<file path="src/rtl/serial_db_pkg.sv">
// rtl/serial_db_pkg.sv - shared states, response words and header layout for the serial burst driver
package serial_db_pkg;

    typedef enum logic [3:0] {
        S_IDLE,
        S_RX_ADDR,
        S_RX_DATA,
        S_RX_SUM,
        S_TX_ACK,
        S_TX_NACK,
        S_ISSUE,
        S_WAIT_CTRLR,
        S_TX_DATA,
        S_TX_STATUS
    } sdrv_state_e;

    localparam logic [31:0] ACK_WORD = 32'h0000_00A5;
    localparam logic [31:0] NACK_SUM = 32'h0000_0E01;
    localparam logic [31:0] NACK_LEN = 32'h0000_0E02;

    localparam int HDR_CMD_LSB = 0;
    localparam int HDR_CMD_W   = 4;
    localparam int HDR_LEN_LSB = 8;
    localparam int HDR_LEN_W   = 8;

    localparam logic [3:0] FN_MEM_WR_WORD = 4'hC;

endpackage

</file>
<file path="src/rtl/sdrv_burst_buf.sv">
// rtl/sdrv_burst_buf.sv - burst write-data register file, one sync write port, one combinational read port
module sdrv_burst_buf #(
    parameter int DEPTH = 16,
    parameter int IW    = 4
) (
    input  logic          clk_i,
    input  logic          we_i,
    input  logic [IW-1:0] widx_i,
    input  logic [31:0]   wdata_i,
    input  logic [IW-1:0] ridx_i,
    output logic [31:0]   rdata_o
);
    logic [31:0] mem_q [DEPTH];

    always_ff @(posedge clk_i) begin
        if (we_i) mem_q[widx_i] <= wdata_i;
    end

    assign rdata_o = mem_q[ridx_i];

endmodule

</file>
<file path="src/rtl/uart_rx_word.sv">
// rtl/uart_rx_word.sv - 8N1 UART receiver assembling four bytes (LSB first) into a 32-bit word
module uart_rx_word #(
    parameter int CLKS_PER_BIT = 434
) (
    input  logic        clk_i,
    input  logic        rst_n_i,
    input  logic        rx_i,
    output logic [31:0] data_o,
    output logic        ready_o
);
    localparam int CW = $clog2(CLKS_PER_BIT + 1);
    localparam logic [CW-1:0] LAST = CW'(CLKS_PER_BIT - 1);
    localparam logic [CW-1:0] HALF = CW'(CLKS_PER_BIT / 2 - 1);

    typedef enum logic [1:0] {R_IDLE, R_START, R_BITS, R_STOP} rx_state_e;

    rx_state_e     state_q;
    logic [1:0]    sync_q;
    logic [CW-1:0] cnt_q;
    logic [2:0]    bit_q;
    logic [1:0]    byte_q;
    logic [7:0]    shift_q;
    logic [31:0]   word_q;

    always_ff @(posedge clk_i or negedge rst_n_i) begin
        if (!rst_n_i) begin
            state_q <= R_IDLE;
            sync_q  <= 2'b11;
            cnt_q   <= '0;
            bit_q   <= '0;
            byte_q  <= '0;
            shift_q <= '0;
            word_q  <= '0;
            data_o  <= '0;
            ready_o <= 1'b0;
        end else begin
            sync_q  <= {sync_q[0], rx_i};
            ready_o <= 1'b0;
            case (state_q)
                R_IDLE: if (!sync_q[1]) begin
                    state_q <= R_START;
                    cnt_q   <= '0;
                end
                R_START: if (cnt_q == HALF) begin
                    cnt_q   <= '0;
                    bit_q   <= '0;
                    state_q <= sync_q[1] ? R_IDLE : R_BITS;
                end else begin
                    cnt_q <= cnt_q + 1'b1;
                end
                R_BITS: if (cnt_q == LAST) begin
                    cnt_q   <= '0;
                    shift_q <= {sync_q[1], shift_q[7:1]};
                    bit_q   <= bit_q + 3'd1;
                    if (bit_q == 3'd7) state_q <= R_STOP;
                end else begin
                    cnt_q <= cnt_q + 1'b1;
                end
                default: if (cnt_q == LAST) begin
                    cnt_q   <= '0;
                    state_q <= R_IDLE;
                    word_q  <= {shift_q, word_q[31:8]};
                    byte_q  <= byte_q + 2'd1;
                    if (byte_q == 2'd3) begin
                        data_o  <= {shift_q, word_q[31:8]};
                        ready_o <= 1'b1;
                    end
                end else begin
                    cnt_q <= cnt_q + 1'b1;
                end
            endcase
        end
    end

endmodule

</file>
<file path="src/rtl/uart_tx_word.sv">
// rtl/uart_tx_word.sv - 8N1 UART transmitter sending a 32-bit word as four bytes, LSB first
module uart_tx_word #(
    parameter int CLKS_PER_BIT = 434
) (
    input  logic        clk_i,
    input  logic        rst_n_i,
    input  logic        start_i,
    input  logic [31:0] data_i,
    output logic        busy_o,
    output logic        tx_o
);
    localparam int CW = $clog2(CLKS_PER_BIT + 1);
    localparam logic [CW-1:0] LAST = CW'(CLKS_PER_BIT - 1);

    logic [CW-1:0] cnt_q;
    logic [3:0]    bit_q;
    logic [1:0]    byte_q;
    logic [9:0]    frame_q;
    logic [31:0]   word_q;

    assign tx_o = frame_q[0];

    always_ff @(posedge clk_i or negedge rst_n_i) begin
        if (!rst_n_i) begin
            busy_o  <= 1'b0;
            cnt_q   <= '0;
            bit_q   <= '0;
            byte_q  <= '0;
            frame_q <= '1;
            word_q  <= '0;
        end else if (!busy_o) begin
            if (start_i) begin
                busy_o  <= 1'b1;
                word_q  <= data_i;
                frame_q <= {1'b1, data_i[7:0], 1'b0};
                cnt_q   <= '0;
                bit_q   <= '0;
                byte_q  <= '0;
            end
        end else if (cnt_q == LAST) begin
            cnt_q <= '0;
            if (bit_q == 4'd9) begin
                bit_q <= '0;
                if (byte_q == 2'd3) begin
                    busy_o <= 1'b0;
                end else begin
                    byte_q  <= byte_q + 2'd1;
                    word_q  <= word_q >> 8;
                    frame_q <= {1'b1, word_q[15:8], 1'b0};
                end
            end else begin
                bit_q   <= bit_q + 4'd1;
                frame_q <= {1'b1, frame_q[9:1]};
            end
        end else begin
            cnt_q <= cnt_q + 1'b1;
        end
    end

endmodule

</file>
<file path="src/rtl/serial_burst_driver.sv">
// rtl/serial_burst_driver.sv - checksummed UART command packets turned into per-beat controller transactions
module serial_burst_driver
    import serial_db_pkg::*;
#(
    parameter int          CLK_RATE    = 50,
    parameter int          BAUD        = 115200,
    parameter int          TIMEOUT     = 200,
    parameter int          MAX_BURST   = 16,
    parameter int          ADDR_STRIDE = 4,
    parameter logic [15:0] WRITE_MASK  = 16'h1000
) (
    input  logic        clk,
    input  logic        reset_n,
    input  logic        srx,
    output logic        stx,
    input  logic        ctrlr_busy,
    input  logic [31:0] d_rd,
    input  logic [1:0]  error,
    output logic [3:0]  cmd,
    output logic [31:0] addr,
    output logic [31:0] d_in,
    output logic        out_valid
);
    localparam int          CLKS_PER_BIT = CLK_RATE * 1_000_000 / BAUD;
    localparam logic [31:0] TMO_LIMIT    = 32'(longint'(TIMEOUT) * CLK_RATE * 1000);
    localparam int          IW           = (MAX_BURST > 1) ? $clog2(MAX_BURST) : 1;
    localparam logic [8:0]  MAX_N        = 9'(MAX_BURST);

    sdrv_state_e state_q;
    logic [3:0]  cmd_q;
    logic [8:0]  n_q, k_q;
    logic [31:0] base_q, acc_q, tmo_q, tx_data_q, addr_q, d_in_q;
    logic [1:0]  err_q;
    logic        tx_start_q, out_valid_q;

    logic [31:0] rx_data, buf_rdata, issue_addr, issue_din;
    logic        rx_ready, tx_busy, tx_done, is_write, in_rx;
    logic [8:0]  rx_len_n, issue_k;

    assign rx_len_n   = {1'b0, rx_data[HDR_LEN_LSB +: HDR_LEN_W]} + 9'd1;
    assign is_write   = WRITE_MASK[cmd_q];
    assign in_rx      = state_q inside {S_RX_ADDR, S_RX_DATA, S_RX_SUM};
    assign tx_done    = !tx_start_q && !tx_busy;
    // Beat index about to be issued: 0 right after the ACK, otherwise the next beat.
    assign issue_k    = (state_q == S_TX_ACK) ? 9'd0 : k_q + 9'd1;
    assign issue_addr = base_q + {23'd0, issue_k} * 32'(ADDR_STRIDE);
    assign issue_din  = is_write ? buf_rdata : 32'd0;

    assign cmd       = cmd_q;
    assign addr      = addr_q;
    assign d_in      = d_in_q;
    assign out_valid = out_valid_q;

    uart_rx_word #(.CLKS_PER_BIT(CLKS_PER_BIT)) u_rx (
        .clk_i(clk), .rst_n_i(reset_n), .rx_i(srx), .data_o(rx_data), .ready_o(rx_ready)
    );

    uart_tx_word #(.CLKS_PER_BIT(CLKS_PER_BIT)) u_tx (
        .clk_i(clk), .rst_n_i(reset_n), .start_i(tx_start_q), .data_i(tx_data_q),
        .busy_o(tx_busy), .tx_o(stx)
    );

    sdrv_burst_buf #(.DEPTH(MAX_BURST), .IW(IW)) u_buf (
        .clk_i(clk), .we_i(state_q == S_RX_DATA && rx_ready), .widx_i(k_q[IW-1:0]),
        .wdata_i(rx_data), .ridx_i(issue_k[IW-1:0]), .rdata_o(buf_rdata)
    );

    always_ff @(posedge clk or negedge reset_n) begin
        if (!reset_n) begin
            state_q     <= S_IDLE;
            cmd_q       <= '0;
            n_q         <= '0;
            k_q         <= '0;
            base_q      <= '0;
            acc_q       <= '0;
            tmo_q       <= '0;
            err_q       <= '0;
            tx_start_q  <= 1'b0;
            tx_data_q   <= '0;
            out_valid_q <= 1'b0;
            addr_q      <= '0;
            d_in_q      <= '0;
        end else begin
            tx_start_q  <= 1'b0;
            out_valid_q <= 1'b0;
            tmo_q       <= (in_rx && !rx_ready) ? tmo_q + 32'd1 : 32'd0;
            if (in_rx && !rx_ready && tmo_q > TMO_LIMIT) state_q <= S_IDLE;
            case (state_q)
                S_IDLE: if (rx_ready) begin
                    cmd_q <= rx_data[HDR_CMD_LSB +: HDR_CMD_W];
                    n_q   <= rx_len_n;
                    acc_q <= rx_data;
                    err_q <= '0;
                    if (rx_len_n > MAX_N) begin
                        tx_start_q <= 1'b1;
                        tx_data_q  <= NACK_LEN;
                        state_q    <= S_TX_NACK;
                    end else begin
                        state_q <= S_RX_ADDR;
                    end
                end
                S_RX_ADDR: if (rx_ready) begin
                    base_q  <= rx_data;
                    acc_q   <= acc_q ^ rx_data;
                    k_q     <= '0;
                    state_q <= is_write ? S_RX_DATA : S_RX_SUM;
                end
                S_RX_DATA: if (rx_ready) begin
                    acc_q <= acc_q ^ rx_data;
                    k_q   <= k_q + 9'd1;
                    if (k_q + 9'd1 == n_q) state_q <= S_RX_SUM;
                end
                S_RX_SUM: if (rx_ready) begin
                    tx_start_q <= 1'b1;
                    tx_data_q  <= (rx_data == acc_q) ? ACK_WORD : NACK_SUM;
                    state_q    <= (rx_data == acc_q) ? S_TX_ACK : S_TX_NACK;
                end
                S_TX_ACK: if (tx_done) begin
                    k_q         <= issue_k;
                    addr_q      <= issue_addr;
                    d_in_q      <= issue_din;
                    out_valid_q <= 1'b1;
                    state_q     <= S_ISSUE;
                end
                S_ISSUE: state_q <= S_WAIT_CTRLR;
                S_WAIT_CTRLR: if (!ctrlr_busy && !out_valid_q) begin
                    tx_start_q <= 1'b1;
                    tx_data_q  <= d_rd;
                    err_q      <= err_q | error;
                    state_q    <= S_TX_DATA;
                end
                S_TX_DATA: if (tx_done) begin
                    if (issue_k < n_q) begin
                        k_q         <= issue_k;
                        addr_q      <= issue_addr;
                        d_in_q      <= issue_din;
                        out_valid_q <= 1'b1;
                        state_q     <= S_ISSUE;
                    end else begin
                        tx_start_q <= 1'b1;
                        tx_data_q  <= {30'd0, err_q};
                        state_q    <= S_TX_STATUS;
                    end
                end
                S_TX_NACK, S_TX_STATUS: if (tx_done) state_q <= S_IDLE;
                default: state_q <= S_IDLE;
            endcase
        end
    end

endmodule

</file>
<file path="config.mk">
export PLATFORM = sky130hd
export DESIGN_NAME = serial_burst_driver
export DESIGN_NICKNAME = d
export VERILOG_FILES = /design/src/rtl/serial_db_pkg.sv /design/src/rtl/sdrv_burst_buf.sv /design/src/rtl/uart_rx_word.sv /design/src/rtl/uart_tx_word.sv /design/src/rtl/serial_burst_driver.sv
export SDC_FILE = /design/constraint.sdc
export NUM_CORES = 1
export LEC_CHECK = 0
export CAP_MARGIN = 0
export CORE_MARGIN = 1
export CORE_UTILIZATION = 50
export CTS_BUF_LIST = sky130_fd_sc_hd__clkbuf_8
export CTS_CLUSTER_SIZE = 24
export DETAILED_ROUTE_END_ITERATION = 8
export PLACE_DENSITY = 0.73
export SLEW_MARGIN = 20
export SYNTH_ARGS = -nofsm -noshare
export SYNTH_HDL_FRONTEND = slang
export SYNTH_SLANG_ARGS = --single-unit
</file>
<file path="constraint.sdc">
create_clock -name clk -period 4.6 [get_ports clk]
set_input_delay 0.92 -clock clk [delete_from_list [all_inputs] [get_ports clk]]
set_output_delay 0.92 -clock clk [all_outputs]
set_load 0.01 [all_outputs]
</file>
==> results.tsv <==
metric	value	unit
fin crit period	4260	ps
syn avg cell area	12.2	sq um
CP max FO	39	
final WL	91100	um
total global routing track utilization	0.248	
fin cells	4214	
post-CTS setup buffer count	0	
Initial Util	0.509	
CTS tree	built	
Root Buffer	clkbuf_8	
placed inst area	39000	sq um
fmax	0.235	GHz
number of clock sinks	866	
Die Y	273	um
Critical Path Source Type	register	
synthesized area	36700	sq um
Num CTS Buffers	143	
total grt overflow	0	
Final Setup Violations	0	
Setup crit end kind	register	
initial antenna violation count	1	
# IOs	108	
Mapped Nets	3081	
final setup TNS	0	ps
top cells by area, synth	edfxtp_1, dfrtp_1, nand2_1	
post-route cell area	41900	sq um
vias in the first global route	25400	
die area	74400	sq um
ys async rst share	0.409	
later-pin clock latency in the skew report	810	ps
Area Overhead vs Synth	14.2	%
initial DRC count	2337	
Worst Hold Class	in -> async	
Req. time, crit path	5320	ps
Mapped Cells	3009	
Remaining DRCs	0	
minimum hold slack	108	ps
CTS Hold Buffers Added	0	
Hold Violations, Final	0	
vias	25000	
most common cell after layout, fill and taps aside	nand2_1	
number of synthesized flops with an enable pin	512	
post-route antenna net violation count	0	
ys flop type	edfxtp_1	
htree depth	4	
Avg WL per Cell	21.6	um
DRT Pass-1 Iters	5	
Synth Warn #	0	
post-detail-place hpwl	51100	um
top cell type by total area after synthesis	edfxtp_1	
Worst Skew	43.1	ps
outcome	completed	
Slew HR	0.133	
most frequent cells in the layout	nand2_1, edfxtp_1, dfrtp_1, nand3_1, clkbuf_8	
Core ar.	72000	sq um
library cells used by synthesis	70	
WS Path Type	reg -> reg	
first-pass GRT wire length	142000	um
Slew @ Worst Pin	1300	ps
cts repair resizes	0	
Pwr Density	369	nW/um^2
clk slew on worst S/H paths	60	ps
Rows	98	
Die X	273	um
Peak VDD IR	191	uV
unrepaired setup endpoints after global routing	false	
Final period util	0.927	
Post-layout nets	3217	
vias per std cell	5.93	
Seq/Total Area, Yosys	0.661	
Max Cap Viol	0	
final max-slew violation count	0	
routability cong.	0.872	
top-area cell type share of the netlist area	0.419	
Synth Register Bits	866	
# placed instances	3950	
worst path arrival time	4980	ps
Leak	16.0	nW
clk buf depth	3	
layout cell share with drive strength beyond 1	0.124	
largest net degree at the start of global routing	249	
count of input and output buffers	107	
-- routing by layer --
metal,global-route usage,up-vias,routed length (um)
li1,-,11300,-
met1,0.324,12500,37400
met2,0.401,935,43900
met3,0.0495,207,6700
met4,0.110,0,3140
met5,0,-,0
-- layout make-up --
cell class / instances / area, sq um
flip-flops and latches: 866 / 24200
inverters: 60 / 230
diodes: 1 / 2.50
clock inverters: 93 / 489
fillers: 5554 / 30100
multi-input cells: 1892 / 11600
well taps: 950 / 1190
repair buffers: 182 / 1780
clock buffers: 170 / 2340
-- where the power goes --
| group | switching (mW) | internal (mW) |
|---|---|---|
| clock | 3.06 | 3.49 |
| sequential | 0.0469 | 8.23 |
| combinational | 0.396 | 0.205 |
| total | 3.50 | 11.9 |
-- sequential cells by signal, summed over array words and instances (netlist names), 24 cells and up --
register	flops
d_in	32
u_buf.mem_q	512
addr	32
tmo_q	32
u_rx.data_o	32
base_q	32
u_rx.word_q	24
tx_data_q	32
acc_q	32
u_tx.word_q	24
-- per-stage QoR --
step | setup slack (ps) | util | total power [mW]
2_1_floorplan | 304 | - | 8.80
3_3_place_gp | 463 | 0.542 | 9.00
3_5_place_dp | 403 | 0.542 | 9.03
4_1_cts | 373 | 0.581 | 15.5
5_1_grt | 20.9 | 0.582 | 16.0
6_report | 337 | 0.582 | 15.4
-- cells by family after synthesis --
kind of cell	synth area share
AND/OR/NAND/NOR	0.130
flip-flops	0.661
AO/OA/AOI/OAI	0.100
buffers and inverters	0.0274
XOR/XNOR	0.0342
multiplexers	0.0351
adder cells (fa/ha/maj)	0.0124
-- worst max-delay path: stages (launching register included) --
cell and delay [ps]:
dfrtp_1 650, ha_1 400, nand2_1 170, nor2_1 200
nand3_1 140, xor2_1 190, nor2_1 180, ha_1 280
and3_1 170, a31oi_1 230, a2111o_1 200, nand2_4 350
buf_4 390, a2111oi_0 490, a21o_1 130
-- path summary, 6_finish.rpt --
| kind | from | end | slack [ps] | cells past startpoint |
|---|---|---|---|---|
| max | k_q[0]$_DFFE_PN0P_ | d_in[0]$_DFFE_PN0P_ | 340 | 14 |
| min | reset_n | tx_data_q[28]$_DFFE_PN0P_ | 110 | 1 |
| max reg2reg | k_q[0]$_DFFE_PN0P_ | d_in[0]$_DFFE_PN0P_ | 340 | 14 |
| min reg2reg | u_rx.sync_q[0]$_DFF_PN1_ | u_rx.sync_q[1]$_DFF_PN1_ | 360 | 0 |
| max in group asynchronous | reset_n | d_in[14]$_DFFE_PN0P_ | 3420 | 2 |
| min in group clk | u_rx.sync_q[0]$_DFF_PN1_ | u_rx.sync_q[1]$_DFF_PN1_ | 360 | 0 |
-- cell usage after synthesis, types with 27 or more instances --
master     count
a311oi_1      32
inv_1         57
a221oi_1     124
nor2_1        93
buf_2         37
clkbuf_1     136
mux2_2        72
mux2i_1       42
xnor2_1       45
nor3_1        81
a21oi_1       40
ha_1          33
a31oi_1       48
a2111oi_0     35
edfxtp_1     512
nand4_1       27
dfrtp_1      343
xor2_1        98
nand3_1      175
nand2_1      607
a21o_1        36
o21ai_0      134
Note: power is estimated with default switching activity, not from simulation.
